===== config.mk =====
export PLATFORM = sky130hd
export DESIGN_NAME = usart_tx_fifo_flat
export DESIGN_NICKNAME = d
export VERILOG_FILES = /design/src/rtl/usart_tx_fifo_pkg.sv /design/src/rtl/usart_tx_fifo_if.sv /design/src/rtl/usart_tx_fifo_mem.sv /design/src/rtl/usart_tx_fifo.sv /design/src/flat_wrapper.sv
export SDC_FILE = /design/constraint.sdc
export NUM_CORES = 1
export LEC_CHECK = 0
export BUFFER_PORTS_ARGS = -buffer_cell sky130_fd_sc_hd__buf_2
export CELL_PAD_IN_SITES_DETAIL_PLACEMENT = 0
export CELL_PAD_IN_SITES_GLOBAL_PLACEMENT = 2
export CORE_MARGIN = 5
export CORE_UTILIZATION = 42
export CTS_CLUSTER_SIZE = 24
export DETAILED_ROUTE_END_ITERATION = 12
export GPL_TIMING_DRIVEN = 1
export PLACE_DENSITY = 0.85
export SLEW_MARGIN = 20
export SYNTH_ARGS = -nofsm -noshare
export SYNTH_HDL_FRONTEND = slang
export SYNTH_SLANG_ARGS = --single-unit

===== constraint.sdc =====
create_clock -name clk_i -period 2.4 [get_ports clk_i]
set_input_delay 0.24 -clock clk_i [delete_from_list [all_inputs] [get_ports clk_i]]
set_output_delay 0.24 -clock clk_i [all_outputs]
set_load 0.05 [all_outputs]

===== src/rtl/usart_tx_fifo_pkg.sv =====
// Shared defaults and FSM encoding for the usart transmit FIFO.
// Imported by the interface, the top and the storage sub-module.
package usart_tx_fifo_pkg;
    localparam int DATA_W_DEF      = 8;
    localparam int DEPTH_DEF       = 16;
    localparam int ACK_TIMEOUT_DEF = 15;

    typedef enum logic [1:0] {
        ST_IDLE      = 2'd0,
        ST_WAIT_ACK  = 2'd1,
        ST_WAIT_DONE = 2'd2
    } tx_state_e;
endpackage


===== src/rtl/usart_tx_fifo_if.sv =====
// Producer push port, FIFO status and transmitter start/ready handshake.
// The FIFO is the slave side; producer and transmitter together form the master side.
interface usart_tx_fifo_if
    import usart_tx_fifo_pkg::*;
#(
    parameter int DATA_W = DATA_W_DEF,
    parameter int ADDR_W = $clog2(DEPTH_DEF)
);
    logic              wr_en;
    logic [DATA_W-1:0] wr_data;
    logic              full;
    logic              empty;
    logic [ADDR_W:0]   count;
    logic              overflow;
    logic [DATA_W-1:0] tx_data;
    logic              tx_start;
    logic              tx_ready;

    modport slave (
        input  wr_en, wr_data, tx_ready,
        output full, empty, count, overflow, tx_data, tx_start
    );

    modport master (
        output wr_en, wr_data, tx_ready,
        input  full, empty, count, overflow, tx_data, tx_start
    );
endinterface


===== src/rtl/usart_tx_fifo_mem.sv =====
// FIFO storage (sync_fifo_mem): DEPTH x DATA_W registers, one write port,
// asynchronous read so the popped byte is available in the same cycle as the pop.
module usart_tx_fifo_mem
    import usart_tx_fifo_pkg::*;
#(
    parameter int DATA_W = DATA_W_DEF,
    parameter int DEPTH  = DEPTH_DEF,
    parameter int ADDR_W = $clog2(DEPTH)
) (
    input  logic              clk_i,
    input  logic              we_i,
    input  logic [ADDR_W-1:0] waddr_i,
    input  logic [DATA_W-1:0] wdata_i,
    input  logic [ADDR_W-1:0] raddr_i,
    output logic [DATA_W-1:0] rdata_o
);
    logic [DATA_W-1:0] mem_q [DEPTH];

    always_ff @(posedge clk_i) begin
        if (we_i) mem_q[waddr_i] <= wdata_i;
    end

    assign rdata_o = mem_q[raddr_i];
endmodule


===== src/rtl/usart_tx_fifo.sv =====
// Byte FIFO in front of the usart transmitter: buffers producer pushes and
// drains them one at a time over a start/ready handshake, re-issuing ignored starts.
module usart_tx_fifo
    import usart_tx_fifo_pkg::*;
#(
    parameter int DATA_W      = DATA_W_DEF,
    parameter int DEPTH       = DEPTH_DEF,
    parameter int ADDR_W      = $clog2(DEPTH),
    parameter int ACK_TIMEOUT = ACK_TIMEOUT_DEF
) (
    input  logic            clk_i,
    input  logic            rst_ni,
    usart_tx_fifo_if.slave  bus
);
    localparam int              TMO_W    = $clog2(ACK_TIMEOUT + 1);
    localparam logic [ADDR_W:0] DEPTH_C  = (ADDR_W + 1)'(DEPTH);
    localparam logic [TMO_W-1:0] TMO_LAST = TMO_W'(ACK_TIMEOUT - 1);

    tx_state_e         state_q, state_d;
    logic [ADDR_W-1:0] wr_ptr_q, wr_ptr_d, rd_ptr_q, rd_ptr_d;
    logic [ADDR_W:0]   count_q, count_d;
    logic              ovf_q, ovf_d;
    logic [DATA_W-1:0] tx_data_q, tx_data_d, rd_data;
    logic              tx_start_q, tx_start_d;
    logic [TMO_W-1:0]  tmo_q, tmo_d;
    logic              full, empty, push, pop;

    assign full  = (count_q == DEPTH_C);
    assign empty = (count_q == '0);
    assign push  = bus.wr_en && !full;

    usart_tx_fifo_mem #(.DATA_W(DATA_W), .DEPTH(DEPTH), .ADDR_W(ADDR_W)) u_mem (
        .clk_i   (clk_i),
        .we_i    (push),
        .waddr_i (wr_ptr_q),
        .wdata_i (bus.wr_data),
        .raddr_i (rd_ptr_q),
        .rdata_o (rd_data)
    );

    always_comb begin
        wr_ptr_d = wr_ptr_q + ADDR_W'(push);
        rd_ptr_d = rd_ptr_q + ADDR_W'(pop);
        ovf_d    = ovf_q | (bus.wr_en & full);
        case ({push, pop})
            2'b10:   count_d = count_q + 1'b1;
            2'b01:   count_d = count_q - 1'b1;
            default: count_d = count_q;
        endcase
    end

    always_ff @(posedge clk_i or negedge rst_ni) begin
        if (!rst_ni) begin
            state_q    <= ST_IDLE;
            wr_ptr_q   <= '0;
            rd_ptr_q   <= '0;
            count_q    <= '0;
            ovf_q      <= 1'b0;
            tx_data_q  <= '0;
            tx_start_q <= 1'b0;
            tmo_q      <= '0;
        end else begin
            state_q    <= state_d;
            wr_ptr_q   <= wr_ptr_d;
            rd_ptr_q   <= rd_ptr_d;
            count_q    <= count_d;
            ovf_q      <= ovf_d;
            tx_data_q  <= tx_data_d;
            tx_start_q <= tx_start_d;
            tmo_q      <= tmo_d;
        end
    end

    always_comb begin
        state_d = state_q;
        case (state_q)
            ST_IDLE:      if (!empty && bus.tx_ready) state_d = ST_WAIT_ACK;
            ST_WAIT_ACK:  if (!bus.tx_ready)          state_d = ST_WAIT_DONE;
            ST_WAIT_DONE: if (bus.tx_ready)           state_d = ST_IDLE;
            default:                                  state_d = ST_IDLE;
        endcase
    end

    // tx_data only moves on a pop, so a re-issued start resends the same byte.
    always_comb begin
        pop        = 1'b0;
        tx_data_d  = tx_data_q;
        tx_start_d = 1'b0;
        tmo_d      = tmo_q;
        case (state_q)
            ST_IDLE: begin
                if (!empty && bus.tx_ready) begin
                    pop        = 1'b1;
                    tx_data_d  = rd_data;
                    tx_start_d = 1'b1;
                    tmo_d      = '0;
                end
            end
            ST_WAIT_ACK: begin
                if (bus.tx_ready) begin
                    if (tmo_q == TMO_LAST) begin
                        tx_start_d = 1'b1;
                        tmo_d      = '0;
                    end else begin
                        tmo_d = tmo_q + 1'b1;
                    end
                end
            end
            default: ;
        endcase
    end

    assign bus.full     = full;
    assign bus.empty    = empty;
    assign bus.count    = count_q;
    assign bus.overflow = ovf_q;
    assign bus.tx_data  = tx_data_q;
    assign bus.tx_start = tx_start_q;
endmodule


===== src/flat_wrapper.sv =====
// flat-port wrapper written by rule: the top's interface ports become plain ports
module usart_tx_fifo_flat import usart_tx_fifo_pkg::*;
#(
    parameter int DATA_W      = DATA_W_DEF,
    parameter int DEPTH       = DEPTH_DEF,
    parameter int ADDR_W      = $clog2(DEPTH),
    parameter int ACK_TIMEOUT = ACK_TIMEOUT_DEF
)
  (clk_i, rst_ni, bus_wr_en, bus_wr_data, bus_tx_ready, bus_full, bus_empty, bus_count, bus_overflow, bus_tx_data, bus_tx_start);
  usart_tx_fifo_if #(.DATA_W(DATA_W), .ADDR_W(ADDR_W)) bus_i ();
  input  logic clk_i;
  input  logic rst_ni;
  input wire logic [$bits(bus_i.wr_en)-1:0] bus_wr_en;
  input wire logic [$bits(bus_i.wr_data)-1:0] bus_wr_data;
  input wire logic [$bits(bus_i.tx_ready)-1:0] bus_tx_ready;
  output wire logic [$bits(bus_i.full)-1:0] bus_full;
  output wire logic [$bits(bus_i.empty)-1:0] bus_empty;
  output wire logic [$bits(bus_i.count)-1:0] bus_count;
  output wire logic [$bits(bus_i.overflow)-1:0] bus_overflow;
  output wire logic [$bits(bus_i.tx_data)-1:0] bus_tx_data;
  output wire logic [$bits(bus_i.tx_start)-1:0] bus_tx_start;
  assign bus_i.wr_en = bus_wr_en;
  assign bus_i.wr_data = bus_wr_data;
  assign bus_i.tx_ready = bus_tx_ready;
  assign bus_full = bus_i.full;
  assign bus_empty = bus_i.empty;
  assign bus_count = bus_i.count;
  assign bus_overflow = bus_i.overflow;
  assign bus_tx_data = bus_i.tx_data;
  assign bus_tx_start = bus_i.tx_start;
  usart_tx_fifo #(.DATA_W(DATA_W), .DEPTH(DEPTH), .ADDR_W(ADDR_W), .ACK_TIMEOUT(ACK_TIMEOUT)) u_core (.clk_i(clk_i), .rst_ni(rst_ni), .bus(bus_i));
endmodule

# [Yosys cells after proc, flatten, opt, wreduce, memory -nomap -nowiden]
# Memories as Yosys holds them, arrays and structs flattened. A register that Yosys moved wholly into a read port is not among the register bits.
# Cells that the tools add are included.
[totals] rom_bits=0 ramBits=128 output_inout_bits=17 regBits=21 latchBits=0 n_memories=1 elab_cells=53
[memory_table] name="u_core.u_mem.mem_q" words=16 width=8 read_ports=1 rd_clocked_by_memory_dff=1 wr=1 line="usart_tx_fifo_mem.sv:17" source="logic [DATA_W-1:0] mem_q [DEPTH];"
[classes] div_mod_pow=0 reduce_logical=12 n_bitwise=2 muxes=16 mul=0 eq_ne=10 add_sub_neg=5 shifts=0 n_lt_le_gt_ge=0
[ops] cell="2-to-1 mux 4 bit" count=3
[ops] cell="case mux 5 bit (2 select lines)" count=1
[ops] cell="adder 4 x 1 -> 4 bit" count=2
[ops] cell="case mux 4 bit (2 select lines)" count=1
[ops] cell="2-to-1 mux 1 bit" count=6
[ops] cell="2-to-1 mux 2 bit" count=3
[ops] cell="!= test 2 bit, second input constant" count=3
[ops] cell="case mux 2 bit (3 select lines)" count=1
[ops] cell="AND reduction 3 bit" count=2
[ops] cell="adder 5 x 1 -> 5 bit, second input constant" count=1
[ops] cell="equality test 5 bit, second input constant" count=1
[ops] cell="zero test 5 bit" count=1
[ops] cell="subtractor 5 x 1 -> 5 bit, second input constant" count=1
[ops] cell="adder 4 x 1 -> 4 bit, second input constant" count=1
[ops] cell="equality test 2 x 1 -> 1 bit, second input constant" count=2
[ops] cell="equality test 2 bit, second input constant" count=2
[ops] cell="equality test 4 bit, second input constant" count=1
[ops] cell="nonzero test 2 bit" count=2
[ops] cell="zero test 1 bit" count=3
[ops] cell="logical AND 1 bit" count=2
[ops] cell="zero test 2 bit" count=1
[ops] cell="!= test 2 x 1 -> 1 bit, second input constant" count=1
[ops] cell="case mux 1 bit (2 select lines)" count=1
[ops] cell="AND reduction 2 bit" count=1
[ops] cell="other kinds (2)" count=2

# [Depth between registers and ports, before layout]
# Gate-level depths: netlist of run 1.
[depth] depth_word=7 mapped_depth=14 mapped_depth_nobuf=11

# [Modules after synthesis]
# A second synthesis of run 1 with hierarchy kept.
[unflattened] cells_unflattened=356 area_unflattened_um2=6376.1
[modules_own_cells] module="usart_tx_fifo_mem" n_inst=1 seq_area_each_um2=3843.7 cells_each=221 area_per_inst_um2=4987.3
[modules_own_cells] module="usart_tx_fifo" n_inst=1 seq_area_each_um2=725.7 cells_each=135 area_per_inst_um2=1388.8

# [Least setup slack after synthesis of run 1]
# No wires, ideal clock.
[synth_timing] path_type="register -> register" from="register u_core.count_q[2] (netlist: u_core.bus.count[2])" to="register u_core.count_q[2] (netlist: u_core.bus.count[2])" n_path_buf=3 arrival_ps=3107 t_required_ps=2275 slack_ps=-832 stages_incl_launch_ff=15 path_cell_list="dfrtp_1 > buf_6 > nor4_4 > and2b_1 > or3_1 > buf_6 > inv_6 > ha_1 > clkbuf_1 > xor2_1 > ha_1 > a21oi_1 > xor2_1 > nor2_1 > xor2_1"
[synth_between] elab_chain_cells=7
[synth_lines] item="from (decl)" line="usart_tx_fifo.sv:21" source="logic [ADDR_W:0] count_q, count_d;"
[synth_lines] item="from (signal assigned)" line="usart_tx_fifo.sv:66" source="count_q <= count_d;"
[synth_lines] item="zero test 5 bit *" line="usart_tx_fifo.sv:29" source="assign empty = (count_q == '0);"
[synth_lines] item="named net bus_empty" line="flat_wrapper.sv:17" source="output wire logic [$bits(bus_i.empty)-1:0] bus_empty;"
[synth_lines] item="zero test 1 bit *" line="usart_tx_fifo.sv:92" source="if (!empty && bus.tx_ready) begin"
[synth_lines] item="logical AND 1 bit *" line="usart_tx_fifo.sv:92"
[synth_lines] item="2-to-1 mux 1 bit *" line="usart_tx_fifo.sv:92"
[synth_lines] item="2-to-1 mux 1 bit *" line="usart_tx_fifo.sv:90" source="case (state_q)"
[synth_lines] item="named net u_core.pop" line="usart_tx_fifo.sv:26" source="logic full, empty, push, pop;"
[synth_lines] item="equality test 2 x 1 -> 1 bit / equality test 2 bit (equally long branches)" line="usart_tx_fifo.sv:45" source="case ({push, pop})"
[synth_lines] item="case mux 5 bit (2 select lines) / nonzero test 2 bit (equally long branches)"
# Mark *: on every way through the listed nets, which the timed path passes. The rest lies on a longest branch.
# A chain may end at the register's enable or synchronous reset.

# [Worst setup path after layout of run 1]
[layout_timing] from="register u_core.count_q[3] (netlist: u_core.bus.count[3])" to="register u_core.count_q[4] (netlist: u_core.bus.count[4])"
[layout_between] elab_chain_cells=7
[layout_lines] item="zero test 5 bit *" line="usart_tx_fifo.sv:29"
[layout_lines] item="zero test 1 bit *" line="usart_tx_fifo.sv:92"
[layout_lines] item="logical AND 1 bit *" line="usart_tx_fifo.sv:92"
[layout_lines] item="2-to-1 mux 1 bit *" line="usart_tx_fifo.sv:92"
[layout_lines] item="2-to-1 mux 1 bit *" line="usart_tx_fifo.sv:90"
[layout_lines] item="named net u_core.pop" line="usart_tx_fifo.sv:26"
[layout_lines] item="equality test 2 x 1 -> 1 bit / equality test 2 bit (equally long branches)" line="usart_tx_fifo.sv:45"
[layout_lines] item="case mux 5 bit (2 select lines) / nonzero test 2 bit (equally long branches)"
# Marked as above.

==> results of run 1 <==
## sequential cells by signal, summed over array words and instances (netlist names)
name,count
u_core.bus.count,5
u_core.bus.overflow,1
u_core.bus.tx_data,8
u_core.bus.tx_start,1
u_core.rd_ptr_q,4
u_core.state_q,2
u_core.tmo_q,4
u_core.u_mem.mem_q,128
u_core.wr_ptr_q,4
## layout make-up
| cell class | count | area (µm²) | area share (%) |
|---|---|---|---|
| multi-input cells | 157 | 1673 | 22.61 |
| clock inverters | 14 | 135.1 | 1.827 |
| inverters | 6 | 27.53 | 0.3721 |
| clock buffers | 18 | 429.2 | 5.802 |
| repair buffers | 49 | 327.8 | 4.432 |
| flip-flops and latches | 157 | 4574 | 61.84 |
| well taps | 184 | 230.2 | 3.112 |
## layout by cell type (no fill, tap or decap), types with 5 or more instances in the layout
| master | Yosys | layout |
|---|---|---|
| ha_1 | 7 | 5 |
| xnor2_1 | 6 | 6 |
| buf_4 | 0 | 17 |
| mux4_2 | 32 | 32 |
| xor2_1 | 6 | 6 |
| nand2b_1 | 6 | 6 |
| inv_6 | 1 | 5 |
| nor2_1 | 15 | 14 |
| clkbuf_16 | 0 | 17 |
| o221ai_1 | 7 | 7 |
| inv_1 | 5 | 5 |
| nand3_1 | 6 | 6 |
| mux2i_1 | 17 | 17 |
| buf_2 | 5 | 28 |
| o21ai_0 | 5 | 5 |
| nand2_1 | 16 | 16 |
| dfrtp_1 | 29 | 25 |
| edfxtp_1 | 128 | 128 |
## logic make-up (layout without fill, tap and decap cells)
kind of cell               after synthesis  in the layout
muxes                                   51             51
xor gates and xnor gates                12             12
buffers and inverters                   24             87
DFF                                    157            157
and+or+nand+nor                         64             64
adders and majority gates                7              7
AOI/OAI and AO/OA                       23             23
## power breakdown
part | switching, µW | leakage, µW | internal, µW
clock network | 1080 | 0.000271 | 1450
registers | 312 | 0.00151 | 3400
logic | 1630 | 0.000833 | 1220
## per-stage QoR
step	power, µW	instance area (µm²)	TNS [ns]	hold WS (ns)
global route	9563	7397	0	0.07602
detailed placement	6667	6805	0	0.3394
global placement	6596	6805	0	0.3333
finish	9095	7397	0	0.09150
floorplan	5873	6380	-1.251	-0.05559
CTS	9200	7390	0	0.06731
## per-layer routing
metal / share of wire, % / track usage (%)
met1: 44 / 19.83
met2: 51 / 21.87
met3: 4.0 / 4.480
met4: 0.92 / 5.196
met5: 0 / 0
## critical path: cells and delay by family (launching register included)
| family | cells | cell delay [ns] |
|---|---|---|
| AO/OA/AOI/OAI | 1 | 0.21 |
| AND/OR/NAND/NOR | 4 | 0.89 |
| buffers and inverters | 1 | 0.04 |
| flip-flops | 1 | 0.42 |
| adder cells (fa/ha/maj) | 1 | 0.18 |
| XOR/XNOR | 1 | 0.15 |
| multiplexers | 1 | 0.28 |
## timing repair
item / 4_1_cts / 5_1_grt
gates resized for setup: 0 / 1
hold buffers: 2 / 0
setup endpoints to repair: 0 / 2
hold endpoints to repair: 30 / 0
## how the worst min path moves through the flow
| stage | to | cells after the start |
|---|---|---|
| 6_report | u_core.bus.overflow | 2 |
| 5_1_grt | u_core.bus.overflow | 2 |
| 4_1_cts | u_core.bus.overflow | 2 |
| 3_5_place_dp | u_core.bus.count[0] | 1 |
| 3_3_place_gp | u_core.bus.count[0] | 1 |
| 2_1_floorplan | u_core.bus.count[0] | 0 |
==> results.py, run 1 <==
metrics = {
    "drt": {
        "wl_per_cell_um": 20.23,
        "drt_iter0_markers": 288,
        "drc": 0,
        "ant_nets": 0,
        "drt_pre_antenna_iters": 4,
        "vias": 3124,
        "drt_wl_total_um": 11830,
        "vias_per_cell": 5.340,
    },
    "sta": {
        "tightest_slew_ns": 0.9297,
        "min_period_over_period_pct": 93.40,
        "finalCriticalPeriod_ns": 2.242,
        "fin_worst_skew_ns": 0.007685,
        "fmax_ghz": 0.4461,
        "slew_violations": 0,
        "timing.final.ws_setup_ns": 0.1584,
        "rsz0062_at_grt": "no",
        "relSlewSlack_pct": 37.79,
        "hold_viol_final": 0,
        "setup_viol_count_final": 0,
    },
    "global_routing": {
        "grt_first_pass_wirelength_um": 18860,
        "grt_pass1_vias": 3268,
        "antenna_found_initial": 0,
        "grt.overflow.total": 0,
        "globalRouteTotalUtil_pct": 14.44,
        "grt_max_degree": 36,
    },
    "clocking": {
        "cts_root_buffer": "clkbuf_16",
        "cts_made_buffers": 17,
        "cts_tree": "built",
        "clkLatencyLatePin_ns": 0.41,
        "clk_pin_slew_ns": 0.06,
        "clk_path_buf_depth": 2,
        "cts_setup_buffers": 0,
        "h-tree-depth": 4,
        "cts.sinks": 157,
    },
    "setup_path": {
        "crit_type": "reg2reg",
        "cp_cell_sequence": "nor4_4, and2b_4, or3_4, inv_6, ha_4, or2b_1, mux2_1, a31oi_1, xor2_1",
        "crit_fanout": 8,
        "endpoint_kind": "register",
        "crit_path_start_kind": "register",
        "worstSetupStartpoint": "u_core.bus.count[3]",
        "critPathMaxStageDelay_ns": 0.42,
        "r2r_end": "u_core.bus.count[4]",
        "cp.required_ns": 2.74,
        "reg2reg_depth": 9,
        "crit_slowest_cell": "dfrtp_2",
        "critPathArrivalTime_ns": 2.58,
        "rrSetupSlack_ns": 0.16,
        "crit_path_end": "u_core.bus.count[4]",
        "rr_startpoint": "u_core.bus.count[3]",
    },
    "synth": {
        "ys_seq_area_share_pct": 72.15,
        "synth_area_um2": 6334,
        "netlist_instances": 338,
        "synth_top_family_by_area": "multiplexers",
        "async_flop_share_pct": 18.47,
        "synth_top_area_cell": "edfxtp_1",
        "synth_seq_cells": 157,
        "avgSynthCellArea_um2": 18.74,
        "synthAdderAreaFrac_pct": 1.383,
        "synth-simple-area-share_pct": 5.650,
        "synth_cell_type_count": 44,
        "muxShareOfSynthArea_pct": 14.42,
        "netlist_top_cells_count": "edfxtp_1, mux4_2, dfrtp_1",
        "synth.area.top_cells": "edfxtp_1, dfrtp_1, mux4_2",
        "synth-compound-area-share_pct": 2.766,
        "ys_warn_count": 0,
        "synth_nets": 357,
        "synth_edf_count": 128,
        "synth-main-ff-cell": "edfxtp_1",
        "yosys.cell_count.top_type": "edfxtp_1",
        "synth_top_cell_area_share_pct": 60.69,
        "synth_xor_area_share_pct": 1.659,
    },
    "run_status": {
        "outcome": "finished, final reports clean",
    },
    "power_and_ir_drop": {
        "peakVddDrop_v": 0.0004541,
        "p_leak_uw": 0.002611,
        "power_density_nw_per_um2": 1229,
    },
    "job": {
        "maxCapViolations": 0,
    },
    "finish": {
        "finalNetCount": 407,
        "num_antenna_cells": 0,
        "finalNonFillerCells": 585,
        "fill_cells": 1162,
        "fin_util_pct": 50.51,
        "drive_gt1_share_pct": 32.17,
        "area_growth_pct": 16.79,
    },
    "die": {
        "design.core.area_um2": 14640,
        "io_pins": 29,
        "die_x_um": 132.8,
        "die_height_um": 132.8,
        "start_util_pct": 43.25,
        "dieArea_um2": 17640,
        "rows": 44,
    },
    "placement": {
        "dp_hpwl_um": 7881,
        "place_ws_ns": 0.09201,
        "place_inst": 551,
        "io_buffers": 28,
        "place_congestion": 0.7182,
    },
    "worst_hold_path": {
        "min_from": "bus_wr_en",
        "hp-class": "in2reg",
    },
}
(Power assumes the default switching activity.)
==> run 2, diff against run 1 <==
Settings changed: MAX_ROUTING_LAYER set to met4.
==> run 2 against run 1 <==
Effect of this change: routed wire length fell by 0.26%; clock power hardly changed; via count about the same; clock skew increased by 0.0022 ns; largest power group unchanged; cell area stayed put.
==> results.py, run 2 (same netlist as run 1, synthesis figures left out) <==
metrics = {
    "run_status": {
        "outcome": "finished, final reports clean",
    },
    "sta": {
        "fin_worst_skew_ns": 0.009894,
        "slew_violations": 0,
        "hold_viol_final": 0,
        "setup_viol_count_final": 0,
        "min_period_over_period_pct": 93.60,
        "finalCriticalPeriod_ns": 2.247,
        "whs_ns": 0.08458,
        "rsz0062_at_grt": "no",
        "fmax_ghz": 0.4451,
        "tightest_slew_ns": 0.8998,
        "relSlewSlack_pct": 39.79,
    },
    "power_and_ir_drop": {
        "seqPwrFrac_pct": 40.8,
        "p_int_uw": 6071,
        "p_leak_uw": 0.002611,
        "peakVddDrop_v": 0.0004604,
        "clkPwrFrac_pct": 27.9,
        "power_density_nw_per_um2": 1230,
        "comb_power_share_pct": 31.3,
        "switching_share_pct": 33.25,
        "p_switching_uw": 3025,
    },
    "setup_path": {
        "crit_path_start_kind": "register",
        "crit_fanout": 8,
        "r2r_end": "u_core.bus.count[4]",
        "worstSetupStartpoint": "u_core.bus.count[3]",
        "crit_type": "reg2reg",
        "reg2reg_depth": 9,
        "critPathArrivalTime_ns": 2.59,
        "rr_startpoint": "u_core.bus.count[3]",
        "endpoint_kind": "register",
        "rrSetupSlack_ns": 0.15,
        "cp.required_ns": 2.75,
    },
    "global_routing": {
        "grt_pass1_vias": 3267,
        "antenna_found_initial": 0,
        "globalRouteTotalUtil_pct": 14.89,
        "grt_first_pass_wirelength_um": 18890,
        "grt.overflow.total": 0,
        "grt_max_degree": 36,
    },
    "placement": {
        "dp_hpwl_um": 7881,
        "place_inst": 551,
        "place_congestion": 0.7266,
        "io_buffers": 28,
    },
    "finish": {
        "area_growth_pct": 16.79,
        "drive_gt1_share_pct": 32.17,
        "top_register": "u_core.u_mem.mem_q",
        "finalNonFillerCells": 585,
        "finalNetCount": 407,
        "final_common_cell": "edfxtp_1",
        "largest_reg_flops": 128,
        "num_antenna_cells": 0,
        "final_cell_mix": "edfxtp_1, mux4_2, buf_2, dfrtp_1",
    },
    "drt": {
        "wl_per_cell_um": 20.17,
        "vias": 3127,
        "drt_pre_antenna_iters": 5,
        "drc": 0,
        "drt_iter0_markers": 332,
        "vias_per_cell": 5.345,
        "drt_wl_total_um": 11800,
        "ant_nets": 0,
    },
    "clocking": {
        "h-tree-depth": 4,
        "cts.sinks": 157,
        "cts_root_buffer": "clkbuf_16",
        "cts_tree": "built",
        "clk_path_buf_depth": 2,
        "clkLatencyLatePin_ns": 0.42,
        "clk_pin_slew_ns": 0.06,
        "cts_made_buffers": 17,
    },
    "die": {
        "io_pins": 29,
        "rows": 44,
        "start_util_pct": 43.25,
        "dieArea_um2": 17640,
        "die_x_um": 132.8,
        "design.core.area_um2": 14640,
        "die_height_um": 132.8,
    },
    "worst_hold_path": {
        "min_from": "bus_wr_en",
        "hp-class": "in2reg",
        "min_path_cells": 2,
        "hold-path-endpoint": "u_core.bus.overflow",
    },
    "job": {
        "maxCapViolations": 0,
    },
}
run 2: cell counts in the layout (fill, tap and decap cells not counted):
Identical to the previous run, type by type.
run 2: per-stage QoR:
step	power (µW)	cell area (µm²)	worst slack (ns)	utilization (%)	setup TNS, ns
finish	9096	7397	0.1535	50.51	0
detailed placement	6667	6805	0.09201	46.47	0
global route	9565	7397	0.02843	50.51	0
global placement	6596	6805	0.1108	46.47	0
floorplan	5873	6380	-0.3653	-	-1.251
CTS	9200	7390	0.07917	50.46	0
run 2: worst max-delay path, cell delays in order (launching register included):
cell     delay, ns
dfrtp_2       0.42
nor4_4        0.33
and2b_4       0.21
or3_4         0.14
inv_6         0.04
ha_4          0.18
or2b_1        0.21
mux2_1        0.28
a31oi_1       0.21
xor2_1        0.16
run 2: routing by layer:
metal	vias to the layer above	global-route usage (%)	part of all wire, %
met5	-	-	0
met4	0	4.850	0.79
met3	6	4.518	5.0
met2	82	21.95	50
met1	1603	19.91	44
li1	1436	-	-
run 2: what timing repair did:
item                                    in CTS  in global routing
hold buffers                                 2                  0
endpoints found under the setup margin       0                  2
endpoints found under the hold margin       30                  0
resized for setup                            0                  1
buffers inserted                             0                  0
run 2: worst max path at each step:
| stage | end | slack (ns) | depth (start not counted) |
|---|---|---|---|
| floorplan | u_core.bus.count[2] | -0.37 | 14 |
| global placement | u_core.bus.count[4] | 0.11 | 11 |
| detailed placement | u_core.bus.count[4] | 0.09 | 11 |
| CTS | u_core.bus.count[4] | 0.08 | 11 |
| global route | u_core.bus.count[2] | 0.03 | 11 |
| finish | u_core.bus.count[4] | 0.15 | 9 |
run 2: layout make-up:
class / count / area [µm²]
clock buffer: 18 / 429.2
clock inverter: 14 / 135.1
multi-input combinational: 157 / 1673
inverter: 6 / 27.53
timing repair buffer: 49 / 327.8
sequential: 157 / 4574
tap: 184 / 230.2
fill: 1162 / 7247
run 2: power groups by stage:
stage               clock network (µW)  registers, µW  logic (µW)
floorplan                            0           4050        1820
global placement                     0           3750        2850
detailed placement                   0           3770        2890
CTS                               2580           3720        2900
global route                      2710           3760        3100
finish                            2540           3710        2850
